## config.mk

```make
export PLATFORM = sky130hd
export DESIGN_NAME = fetch_skid_buffer
export DESIGN_NICKNAME = d
export VERILOG_FILES = /design/src/rtl/fetch_skid_buffer.sv
export SDC_FILE = /design/constraint.sdc
export NUM_CORES = 1
export LEC_CHECK = 0
export CAP_MARGIN = 20
export CORE_MARGIN = 1.5
export CORE_UTILIZATION = 48
export DETAILED_ROUTE_END_ITERATION = 12
export MAX_ROUTING_LAYER = met4
export PLACE_DENSITY = 0.82
export SETUP_SLACK_MARGIN = 0.4
export SYNTH_ARGS = -nofsm -noshare
export SYNTH_HDL_FRONTEND = slang
export SYNTH_SLANG_ARGS = --single-unit
```

## constraint.sdc

```tcl
create_clock -name clk_i -period 10.2 [get_ports clk_i]
set_input_delay 1.02 -clock clk_i [delete_from_list [all_inputs] [get_ports clk_i]]
set_output_delay 1.02 -clock clk_i [all_outputs]
set_load 0.01 [all_outputs]
```

## src/rtl/fetch_skid_buffer.sv

```systemverilog
// Two-entry elastic buffer between fetch and decode; ready_o comes from registered state only.
// Optional decode-stall counter on stall_cnt_o when SKID_STALL_CNT_EN is defined.
//
// state | meaning
// EMPTY | main and skid invalid
// BUSY  | main valid, skid invalid
// FULL  | main and skid valid, fetch back-pressured
module fetch_skid_buffer #(
    parameter int XLEN = 32
) (
    input  logic            clk_i,
    input  logic            rst_ni,
    input  logic            flush_i,
    input  logic            valid_i,
    input  logic [XLEN-1:0] instruction_i,
    input  logic [XLEN-1:0] pc_i,
    output logic            ready_o,
    output logic            valid_o,
    output logic [XLEN-1:0] instruction_o,
    output logic [XLEN-1:0] pc_o,
    input  logic            ready_i
`ifdef SKID_STALL_CNT_EN
    ,
    output logic [31:0]     stall_cnt_o
`endif
);

    typedef enum logic [1:0] {
        EMPTY = 2'b00,
        BUSY  = 2'b01,
        FULL  = 2'b10
    } state_e;

    state_e state_q, state_d;

    logic [XLEN-1:0] main_instr_q, main_instr_d;
    logic [XLEN-1:0] main_pc_q, main_pc_d;
    logic [XLEN-1:0] skid_instr_q, skid_instr_d;
    logic [XLEN-1:0] skid_pc_q, skid_pc_d;

    logic accept;
    logic consume;
    logic load_main;
    logic load_skid;
    logic shift_skid;

    // ---------------- state register ----------------
    always_ff @(posedge clk_i or negedge rst_ni) begin
        if (!rst_ni) begin
            state_q <= EMPTY;
        end else begin
            state_q <= state_d;
        end
    end

    // ---------------- next-state logic ----------------
    always_comb begin
        state_d = state_q;
        if (flush_i) begin
            state_d = EMPTY;
        end else begin
            case (state_q)
                EMPTY: begin
                    if (accept) state_d = BUSY;
                end
                BUSY: begin
                    if (accept && !consume)      state_d = FULL;
                    else if (!accept && consume) state_d = EMPTY;
                end
                FULL: begin
                    if (consume) state_d = BUSY;
                end
                default: state_d = EMPTY;
            endcase
        end
    end

    // ---------------- output / control logic ----------------
    // accept already excludes flush, so a flushed input never reaches storage.
    always_comb begin
        ready_o    = (state_q != FULL);
        valid_o    = (state_q == BUSY) || (state_q == FULL);
        accept     = valid_i && ready_o && !flush_i;
        consume    = valid_o && ready_i;
        load_main  = 1'b0;
        load_skid  = 1'b0;
        shift_skid = 1'b0;
        case (state_q)
            EMPTY: load_main = accept;
            BUSY: begin
                load_main = accept && consume;
                load_skid = accept && !consume;
            end
            FULL: shift_skid = consume && !flush_i;
            default: ;
        endcase
    end

    // ---------------- datapath ----------------
    always_comb begin
        main_instr_d = main_instr_q;
        main_pc_d    = main_pc_q;
        skid_instr_d = skid_instr_q;
        skid_pc_d    = skid_pc_q;
        if (load_main) begin
            main_instr_d = instruction_i;
            main_pc_d    = pc_i;
        end else if (shift_skid) begin
            main_instr_d = skid_instr_q;
            main_pc_d    = skid_pc_q;
        end
        if (load_skid) begin
            skid_instr_d = instruction_i;
            skid_pc_d    = pc_i;
        end
    end

    // Payload is qualified by state, so it carries no reset.
    always_ff @(posedge clk_i) begin
        main_instr_q <= main_instr_d;
        main_pc_q    <= main_pc_d;
        skid_instr_q <= skid_instr_d;
        skid_pc_q    <= skid_pc_d;
    end

    assign instruction_o = main_instr_q;
    assign pc_o          = main_pc_q;

`ifdef SKID_STALL_CNT_EN
    logic [31:0] stall_cnt_q, stall_cnt_d;

    always_comb begin
        stall_cnt_d = stall_cnt_q;
        if (valid_o && !ready_i && (stall_cnt_q != 32'hFFFF_FFFF)) begin
            stall_cnt_d = stall_cnt_q + 32'd1;
        end
    end

    always_ff @(posedge clk_i or negedge rst_ni) begin
        if (!rst_ni) begin
            stall_cnt_q <= 32'd0;
        end else begin
            stall_cnt_q <= stall_cnt_d;
        end
    end

    assign stall_cnt_o = stall_cnt_q;
`endif

endmodule

```

Word level (Yosys, flattened, before mapping). Cells that the tools add are included.

Word-level logic and storage cells: 38. Flip-flop bits (word level): 130.

Mux-type cells: 13. Reductions and logical operators: 14. Eq/ne operators: 6.

Operators with widths (number): 32-bit 2-to-1 mux (4); 2-bit 2-to-1 mux (5); 1-bit logical AND (7); 3-bit inequality test (second input constant) (2); 2-bit case mux with 3 select lines (1); 4-bit by 3-bit inequality test with 1-bit output (second input constant) (1); 1-bit zero test (3); 3-bit AND reduction (1); 2-bit by 1-bit equality test with 1-bit output (second input constant) (1); 2-bit equality test (second input constant) (1); 2-bit zero test (1); 1-bit 2-to-1 mux (2); 2-bit inequality test (second input constant) (1); 1-bit case mux with 2 select lines (1); 2-bit nonzero test (1); 1-bit logical OR (1).

Logic depth before layout (Yosys ltp). Gate-level depths: netlist (run 1).

Word-level depth: 9. Depth in mapped cells: 7.

Worst setup path before layout (run 1). OpenSTA, ideal clock, no wires.

Path kind: input -> register. Start: input port ready_i. End: register state_q[1]. Data arrival time: 8.569 ns. Buffers on the path: 0. Data required time: 10.092 ns. Path slack: 1.523 ns. Stages: 3. Cells stage by stage: nand2_1 nor4b_1 mux2_4.

Longest elaborated chain between the ends: 6. Elaborated cells on any way between the ends: 10.

Ends and longest elaborated chain: start: declaration (RTL line 21) `input logic ready_i`; 1-bit logical AND (*) (RTL line 84) `consume = valid_o && ready_i;`; 1-bit zero test (RTL line 67) `if (accept && !consume) state_d = FULL;`; 1-bit logical AND (RTL line 67); 2-bit 2-to-1 mux (RTL line 67); 2-bit case mux with 3 select lines (RTL line 62) `case (state_q)`; 2-bit 2-to-1 mux (RTL line 59) `if (flush_i) begin`; end signal: assignment (RTL line 52) `state_q <= state_d;`; end: declaration (RTL line 34) `state_e state_q, state_d;`.

Mark *: on every way between the ends. The rest lies on a longest branch, timed or not. A chain may end at the register's enable or synchronous reset.

Worst setup path after layout (run 1).
Start: register state_q[1]. End: output port valid_o.

Longest elaborated chain between the ends: 2. Elaborated cells on any way between the ends: 3.

Ends and longest elaborated chain: 2-bit by 1-bit equality test with 1-bit output / 2-bit equality test (equally long branches) (RTL line 82) `valid_o = (state_q == BUSY) || (state_q == FULL);`; 1-bit logical OR (*) (RTL line 82); end: declaration (RTL line 18) `output logic valid_o,`.

Marks and branches as above.

==> results.json, run 1 <==
{
  "cp-end-kind": "output pin",
  "final_cell_count_no_fill": 521,
  "rows": 36,
  "synthTopCellsByArea": "edfxtp_1, mux2_1, mux2_2",
  "leakagePower_nw": 2.395,
  "nNetsFinal": 449,
  "drcViolationCount": 0,
  "critPathKind": "reg -> out",
  "path_clk_slew_ns": 0.06,
  "yosysTopAreaCell": "edfxtp_1",
  "yosys_warnings": 0,
  "place_hpwl_um": 5626,
  "synth_seq_area_share": 0.7955,
  "vias": 2612,
  "cp_slowest_cell": "clkdlybuf4s50_1",
  "antenna_found_initial": 0,
  "placed_cells_incl_taps": 489,
  "cts.sink_count": 130,
  "whs_path_depth": 1,
  "synth-edff-count": 128,
  "relSlewSlack": 0.4122,
  "final.setup.tns_ns": 0,
  "drtPass1Iterations": 4,
  "hold_viol": 0,
  "syn_to_final_growth_pct": 43.07,
  "cts_tree": "yes",
  "setup_viol": 0,
  "cts-htree-levels": 4,
  "diodes": 0,
  "r2r_setup_slack_ns": 7.62,
  "fin_skew_ns": 0.006627,
  "die_w_um": 104.0,
  "cp_num_cells": 3,
  "fin_util": 0.7132,
  "slew_violations": 0,
  "io_buffers": 134,
  "grt_pass1_vias": 2813,
  "critical_path.top_delay_family": "buffers and inverters",
  "hold_buffers": 0,
  "ctsResizeCount": 0,
  "period_share": 0.2847,
  "ir_drop_mv": 0.1769,
  "routedWlPerCell_um": 17.37,
  "synthCells": 225,
  "maxCapViolCount": 0,
  "via_per_inst": 5.013,
  "worst_slew_pin_slew_ns": 0.8816,
  "r2r-end": "pc_o[8]",
  "timing.fmax_mhz": 344.3,
  "track_usage": 0.1839,
  "fillers": 672,
  "worstHoldStart": "skid_instr_q[6]",
  "start_util": 0.4985,
  "routabilityCongestion": 0.7107,
  "fp.dieH_um": 104.0,
  "root_buffer": "clkbuf_8",
  "synth.cell_area_sq_um": 4895,
  "hp-class": "reg -> reg",
  "grt_pass1_wl_um": 14720,
  "post_cts_buffers": 0,
  "finalCriticalPeriod_ns": 2.904,
  "critPathMaxFanout": 5,
  "final_antenna_net_count": 0,
  "power_density_nw_per_um2": 228.7,
  "syn_avg_cell_area_sq_um": 21.75,
  "clockBufferDepth": 2,
  "path_cells": "inv_1 > ha_1 > clkdlybuf4s50_1",
  "cp-start-kind": "flip-flop",
  "arrival_ns": 1.88,
  "coreArea_sq_um": 9819,
  "ys_ff_latch": 130,
  "layout-drive-gt1-share": 0.1392,
  "r2r_start": "state_q[1]",
  "grt_setup_unrepaired": "no",
  "critPathBufInv": 2,
  "grt_overflow_total": 0,
  "initialDrtViolationCount": 132,
  "syn-num-nets": 299,
  "holdPathEnd": "instruction_o[6]",
  "cp_slowest_stage_delay_ns": 0.55,
  "worstSkewPairLatency_ns": 0.50,
  "ys.flop_type": "edfxtp_1",
  "netlist.area_leader.share": 0.7853,
  "finalPower_w": 0.001601,
  "wl_um": 9049,
  "cp.required_ns": 9.18,
  "synthArstFlopShare": 0.01538,
  "r2r_cells": 6,
  "die_area_sq_um": 10810,
  "status": "completed",
  "ioPinCount": 135,
  "cts_buffers": 17,
  "yosysUniqueCellTypes": 21,
  "grt_start_max_net_pins": 65
}
## worst max-delay path by stage
stage	startpoint	end	slack (ns)
floorplan	ready_i	state_q[1]	1.52
global placement	ready_i	pc_o[0]	6.96
detailed placement	ready_i	pc_o[12]	6.95
CTS	state_q[1]	valid_o	7.26
global route	state_q[1]	valid_o	7.20
finish	state_q[1]	valid_o	7.30
## layer usage
metal / up-vias / GRT usage / part of all wire
met2: 96 / 0.2909 / 0.51
met3: 6 / 0.05576 / 0.054
met4: 0 / 0.06548 / 0.0077
met5: - / - / 0
li1: 1201 / - / -
met1: 1309 / 0.2261 / 0.43
## cells by family after synthesis
logic type	Yosys count	share of synthesized area
flip-flops	130	0.7955
XOR/XNOR	1	0.001790
adder cells (fa/ha/maj)	5	0.01278
buffers and inverters	12	0.01866
AO/OA/AOI/OAI	4	0.008691
AND/OR/NAND/NOR	7	0.01022
multiplexers	66	0.1524
## synth_stat cells (all sizes together), types with 2 or more instances
library cell,number
edfxtp,128
mux2,65
inv,5
buf,7
ha,5
nand3,2
dfrtp,2
## flip-flops by register name (all words and copies together) (netlist names)
signal	count
instruction_o	32
skid_instr_q	32
state_q	2
skid_pc_q	32
pc_o	32
## report_power, final
group / switching (W) / total [W] / internal, W
clock: 0.000216 / 0.000635 / 0.000419
sequential: 0.0000179 / 0.000696 / 0.000678
combinational: 0.000129 / 0.000270 / 0.000141
total: 0.000363 / 0.00160 / 0.00124
## metrics by stage
step                hold WS [ns]  setup slack, ns  cell area, sq um
global placement          0.5061            6.959              6374
global route              0.5379            7.201              7003
CTS                       0.5294            7.265              7003
finish                    0.5278            7.296              7003
floorplan                 0.5013            1.523              4895
detailed placement        0.5114            6.949              6374
## cells in the final DEF, fill, tap and decap left out
| cell type | n |
|---|---|
| nor3_4 | 1 |
| clkbuf_16 | 16 |
| nor4b_2 | 1 |
| nor2_1 | 1 |
| a31oi_1 | 1 |
| clkinvlp_4 | 3 |
| clkdlybuf4s50_1 | 134 |
| bufinv_16 | 5 |
| ha_1 | 5 |
| mux2_2 | 15 |
| inv_1 | 5 |
| nand2b_4 | 1 |
| xor2_1 | 1 |
| o311a_4 | 1 |
| clkinv_1 | 3 |
| mux2i_1 | 1 |
| clkinv_2 | 1 |
| edfxtp_1 | 128 |
| clkinv_4 | 3 |
| a41o_2 | 1 |
| o21ai_0 | 1 |
| nand2_1 | 1 |
| clkbuf_8 | 1 |
| nand3_1 | 2 |
| buf_4 | 4 |
| dfrtp_1 | 2 |
| mux2_1 | 49 |
| mux2_4 | 1 |
## final cells by class
| class | instances | area [sq um] | area share |
|---|---|---|---|
| Clock buffer | 17 | 414.1 | 0.05914 |
| Clock inverter | 15 | 215.2 | 0.03073 |
| Inverter | 5 | 18.77 | 0.002680 |
| Multi-Input combinational cell | 83 | 923.4 | 0.1319 |
| Sequential cell | 130 | 3894 | 0.5560 |
| Tap cell | 133 | 166.4 | 0.02376 |
| Timing Repair Buffer | 138 | 1371 | 0.1958 |
No activity file was read; power rests on OpenSTA's default activity.
==> run 2: changes to the inputs <==
==> constraint.sdc (replaced) <==
create_clock -name clk_i -period 2.95 [get_ports clk_i]
set_input_delay 0.295 -clock clk_i [delete_from_list [all_inputs] [get_ports clk_i]]
set_output_delay 0.295 -clock clk_i [all_outputs]
set_load 0.01 [all_outputs]
==> run 2 against run 1 <==
Via count fell by 0.27%. Combinational power rose to 3.7 times the previous value. Setup slack got worse by 6.5 ns. Die area did not move. Clock power rose to 3.0 times the previous value. Wire length rose by 1.1%. Critical path depth rose by 3. Sequential power rose to 3.5 times the previous value. Total power rose to 3.3 times the previous value. Critical path type is now reg -> reg. Critical endpoint is now pc_o[4]. Largest power group unchanged.
==> results.json, run 2 (synthesized netlist as in run 1, its figures left out) <==
{
  "status": "completed",
  "initialDrtViolationCount": 119,
  "met2_usage": 0.2819,
  "coreArea_sq_um": 9819,
  "global_route.usage.met3": 0.05263,
  "slew_violations": 0,
  "maxCapViolCount": 0,
  "grt_overflow_total": 0,
  "path_clk_slew_ns": 0.06,
  "layout-drive-gt1-share": 0.1483,
  "drcViolationCount": 0,
  "routedWlPerCell_um": 17.46,
  "start_util": 0.4985,
  "rows": 36,
  "cp_slowest_stage_delay_ns": 0.43,
  "leakagePower_nw": 2.380,
  "track_usage": 0.1857,
  "cp.required_ns": 3.21,
  "critical_path.top_delay_family": "flip-flops",
  "via_per_inst": 4.971,
  "drtPass1Iterations": 4,
  "power_density_nw_per_um2": 758.9,
  "cts.sink_count": 130,
  "hp-class": "in -> reg",
  "critPathKind": "reg -> reg",
  "final_cell_count_no_fill": 524,
  "critPathMaxFanout": 21,
  "crit_start": "state_q[1]",
  "grt_most_used_layer": "met2",
  "cp_slowest_cell": "dfrtp_1",
  "arrival_ns": 2.41,
  "io_buffers": 134,
  "place_area_sq_um": 6427,
  "wl_um": 9150,
  "grt_setup_unrepaired": "no",
  "setup_viol": 0,
  "place_hpwl_um": 6011,
  "timing.fmax_mhz": 464.2,
  "cts-htree-levels": 4,
  "post_cts_buffers": 0,
  "antenna_found_initial": 0,
  "ir_drop_mv": 0.4990,
  "cts_tree": "yes",
  "worstHoldStart": "instruction_i[23]",
  "die_area_sq_um": 10810,
  "path_cells": "inv_2 > ha_4 > a31oi_1 > nor3_4 > buf_4 > mux2_2",
  "fp.dieH_um": 104.0,
  "hold_slack_ns": 0.3683,
  "final.setup.tns_ns": 0,
  "root_buffer": "clkbuf_8",
  "nNetsFinal": 452,
  "final_antenna_net_count": 0,
  "die_w_um": 104.0,
  "worstSkewPairLatency_ns": 0.50,
  "vias": 2605,
  "critPathBufInv": 2,
  "grt_pass1_wl_um": 14610,
  "grt_start_max_net_pins": 44,
  "cts_buffers": 17,
  "final_common_cell": "clkdlybuf4s50_1",
  "grt_pass1_vias": 2797,
  "finalPower_w": 0.005295,
  "finalInstanceArea_sq_um": 6977,
  "syn_to_final_growth_pct": 42.54,
  "cp-end-kind": "flip-flop",
  "ioPinCount": 135,
  "routabilityCongestion": 0.7316,
  "relSlewSlack": 0.6959,
  "placed_cells_incl_taps": 491,
  "r2r_start": "state_q[1]",
  "finalCriticalPeriod_ns": 2.154,
  "grt.met1_usage": 0.2279,
  "worst_slew_pin_slew_ns": 0.4562,
  "fin_skew_ns": 0.003823,
  "cp-start-kind": "flip-flop",
  "diodes": 0,
  "fillers": 671,
  "hold_viol": 0,
  "period_share": 0.7303,
  "clockBufferDepth": 2,
  "final_cell_mix": "clkdlybuf4s50_1, edfxtp_1, mux2_1"
}
-- run 2: timing repair --
action,CTS,global route
hold endpoints to repair,2,0
hold buffers,1,0
gates resized for setup,0,0
-- run 2: worst paths after layout --
path                       cells past startpoint               end  slack (ns)
max reg2reg                                    6           pc_o[4]        0.80
max                                            6           pc_o[4]        0.80
min reg2reg                                    1          pc_o[13]        0.53
min in group asynchronous                      2        state_q[0]        0.49
min                                            1  skid_instr_q[23]        0.37
max in group asynchronous                      2        state_q[1]        2.35
-- run 2: cell type report --
type | count | area, sq um | area share
sequential | 130 | 3894 | 0.5581
timing repair buffer | 141 | 1409 | 0.2019
multi-input combinational | 83 | 949.7 | 0.1361
clock buffer | 18 | 417.9 | 0.05990
tap | 133 | 166.4 | 0.02385
clock inverter | 14 | 121.4 | 0.01740
inverter | 5 | 18.77 | 0.002690
-- run 2: per-layer routing --
| metal | vias to the layer above | routed length [um] |
|---|---|---|
| met2 | 111 | 4507 |
| met4 | 0 | 161 |
| met1 | 1276 | 3993 |
| li1 | 1203 | - |
| met5 | - | 0 |
| met3 | 15 | 488 |
-- run 2: power by group --
part / total [W] / switching [W] / internal, W
registers: 0.00241 / 0.0000635 / 0.00234
logic: 0.000986 / 0.000464 / 0.000522
clock network: 0.00190 / 0.000724 / 0.00118
-- run 2: metrics by stage --
step	utilization	setup slack, ns
2_1_floorplan	-	-0.4088
3_3_place_gp	0.6546	0.7657
3_5_place_dp	0.6546	0.7118
4_1_cts	0.7105	0.7925
5_1_grt	0.7105	0.6924
6_report	0.7105	0.7957
==> run 3: changes to the inputs <==
==> constraint.sdc (replaced) <==
create_clock -name clk_i -period 2.2 [get_ports clk_i]
set_input_delay 0.22 -clock clk_i [delete_from_list [all_inputs] [get_ports clk_i]]
set_output_delay 0.22 -clock clk_i [all_outputs]
set_load 0.01 [all_outputs]
==> run 3 against run 2 <==
Total power up 54%. Sequential share of layout area down 7.6 points. Largest cell class unchanged. Critical path depth up 1. Wire length up 33%. Fmax up 1.7%. Highest routed layer unchanged. Core utilization up 11 points.
==> results.json, run 3 (synthesized netlist as in run 1, its figures left out) <==
{
  "status": "completed",
  "rows": 36,
  "clockBufferDepth": 2,
  "worst_slew_pin_slew_ns": 0.3832,
  "grt_setup_unrepaired": "yes",
  "hp-class": "in -> reg",
  "cp.required_ns": 2.46,
  "cp-end-kind": "flip-flop",
  "coreArea_sq_um": 9819,
  "syn_to_final_growth_pct": 65.16,
  "finalCriticalPeriod_ns": 2.119,
  "placed_cells_incl_taps": 493,
  "final_common_cell": "clkdlybuf4s50_1",
  "setup_viol": 0,
  "final.setup.tns_ns": 0,
  "slew_violations": 0,
  "critPathMaxFanout": 5,
  "preCtsSetupSlack_ns": 0.1140,
  "critPathKind": "reg -> reg",
  "initialDrtViolationCount": 145,
  "worstSkewPairLatency_ns": 0.51,
  "fillers": 510,
  "finalInstanceArea_sq_um": 8084,
  "routabilityCongestion": 0.7528,
  "period_share": 0.9630,
  "grt_pass1_wl_um": 16860,
  "cts_buffers": 17,
  "place_hpwl_um": 6186,
  "ioPinCount": 135,
  "timing.fmax_mhz": 472.0,
  "cp_slowest_cell": "dfrtp_1",
  "relSlewSlack": 0.7438,
  "die_area_sq_um": 10810,
  "io_buffers": 134,
  "hold_viol": 0,
  "diodes": 0,
  "final_cell_mix": "clkdlybuf4s50_1, edfxtp_1, mux2_4",
  "drcViolationCount": 0,
  "grt_pass1_vias": 2872,
  "final_antenna_net_count": 0,
  "place_area_sq_um": 6733,
  "die_w_um": 104.0,
  "cts.sink_count": 130,
  "ir_drop_mv": 0.6453,
  "fin_skew_ns": 0.006505,
  "final_cell_count_no_fill": 565,
  "p_sw_w": 0.001995,
  "wl_um": 12200,
  "power_density_nw_per_um2": 1006,
  "routedWlPerCell_um": 21.59,
  "antenna_found_initial": 0,
  "root_buffer": "clkbuf_8",
  "fp.dieH_um": 104.0,
  "path_cells": "inv_2 > ha_4 > a31oi_4 > nor3_4 > buf_6 > clkbuf_16 > mux2_4",
  "arrival_ns": 2.38,
  "via_per_inst": 5.046,
  "track_usage": 0.2231,
  "cts_tree": "yes",
  "cp-start-kind": "flip-flop",
  "leakagePower_nw": 2.965,
  "multi_input_area_sq_um": 1245,
  "seq_area_sq_um": 3895,
  "cp_slowest_stage_delay_ns": 0.42,
  "grt_overflow_total": 0,
  "p_sw_frac": 0.2452,
  "cts-htree-levels": 4,
  "pwr-share-clk": 0.317,
  "maxCapViolCount": 0,
  "setup_ws_ns": 0.08144,
  "drtPass1Iterations": 4,
  "start_util": 0.4985,
  "nNetsFinal": 493,
  "grt_start_max_net_pins": 44,
  "path_clk_slew_ns": 0.06,
  "p_comb_frac": 0.284,
  "finalPower_w": 0.008136,
  "pwr-share-seq": 0.398,
  "layout-drive-gt1-share": 0.3565,
  "p_int_w": 0.006141,
  "vias": 2851
}
## run 3: power by group through the flow
stage,sequential (W),combinational [W],clock (W)
after detailed placement,0.00328,0.00160,0
after CTS,0.00323,0.00204,0.00262
after global placement,0.00327,0.00155,0
after global routing,0.00326,0.00240,0.00274
after floorplan,0.00338,0.000836,0
final,0.00324,0.00231,0.00258
## run 3: per-layer routing
metal  up-vias  global-route usage  wire length, um
li1       1295                   -                -
met1      1436              0.2494             4721
met2       116              0.3742             6754
met3         4             0.05952              632
met4         0              0.1052               88
met5         -                   -                0
## run 3: final cells by class
type,instances,share of cell area
inverters,5,0.002322
well taps,133,0.02059
clock inverters,12,0.01439
repair buffers,182,0.2743
flip-flops and latches,130,0.4818
multi-input cells,83,0.1540
clock buffers,20,0.05262
## run 3: worst max-delay path, delay by kind of cell, from the launching register on
kind / cells / cell delay [ns]
compound gates: 1 / 0.09
fa+ha+maj: 1 / 0.30
buf+inv: 3 / 0.50
flops: 1 / 0.42
mux: 1 / 0.29
simple gates: 1 / 0.26
## run 3: worst paths after layout
kind | startpoint | endpoint | slack (ns) | cells past startpoint
min in group asynchronous | rst_ni | state_q[1] | 0.42 | 2
max in group asynchronous | rst_ni | state_q[1] | 1.65 | 2
worst max register to register | state_q[0] | pc_o[31] | 0.08 | 7
worst min register to register | skid_instr_q[18] | instruction_o[18] | 0.55 | 1
worst max-delay path | state_q[0] | pc_o[31] | 0.08 | 7
worst min-delay path | pc_i[23] | skid_pc_q[23] | 0.30 | 1
## run 3: stage by stage
step	utilization	hold WS [ns]
floorplan	-	-0.07559
global placement	0.6857	0.3903
detailed placement	0.6857	0.3968
CTS	0.7924	0.2606
global route	0.8233	0.2699
finish	0.8233	0.2952
## run 3: timing repair
action	CTS	global route
setup endpoints to repair	195	196
resized for setup	29	12
setup buffers	13	6
pin swaps	1	1
gates cloned	11	9
hold buffers	1	0
hold endpoints to repair	2	0
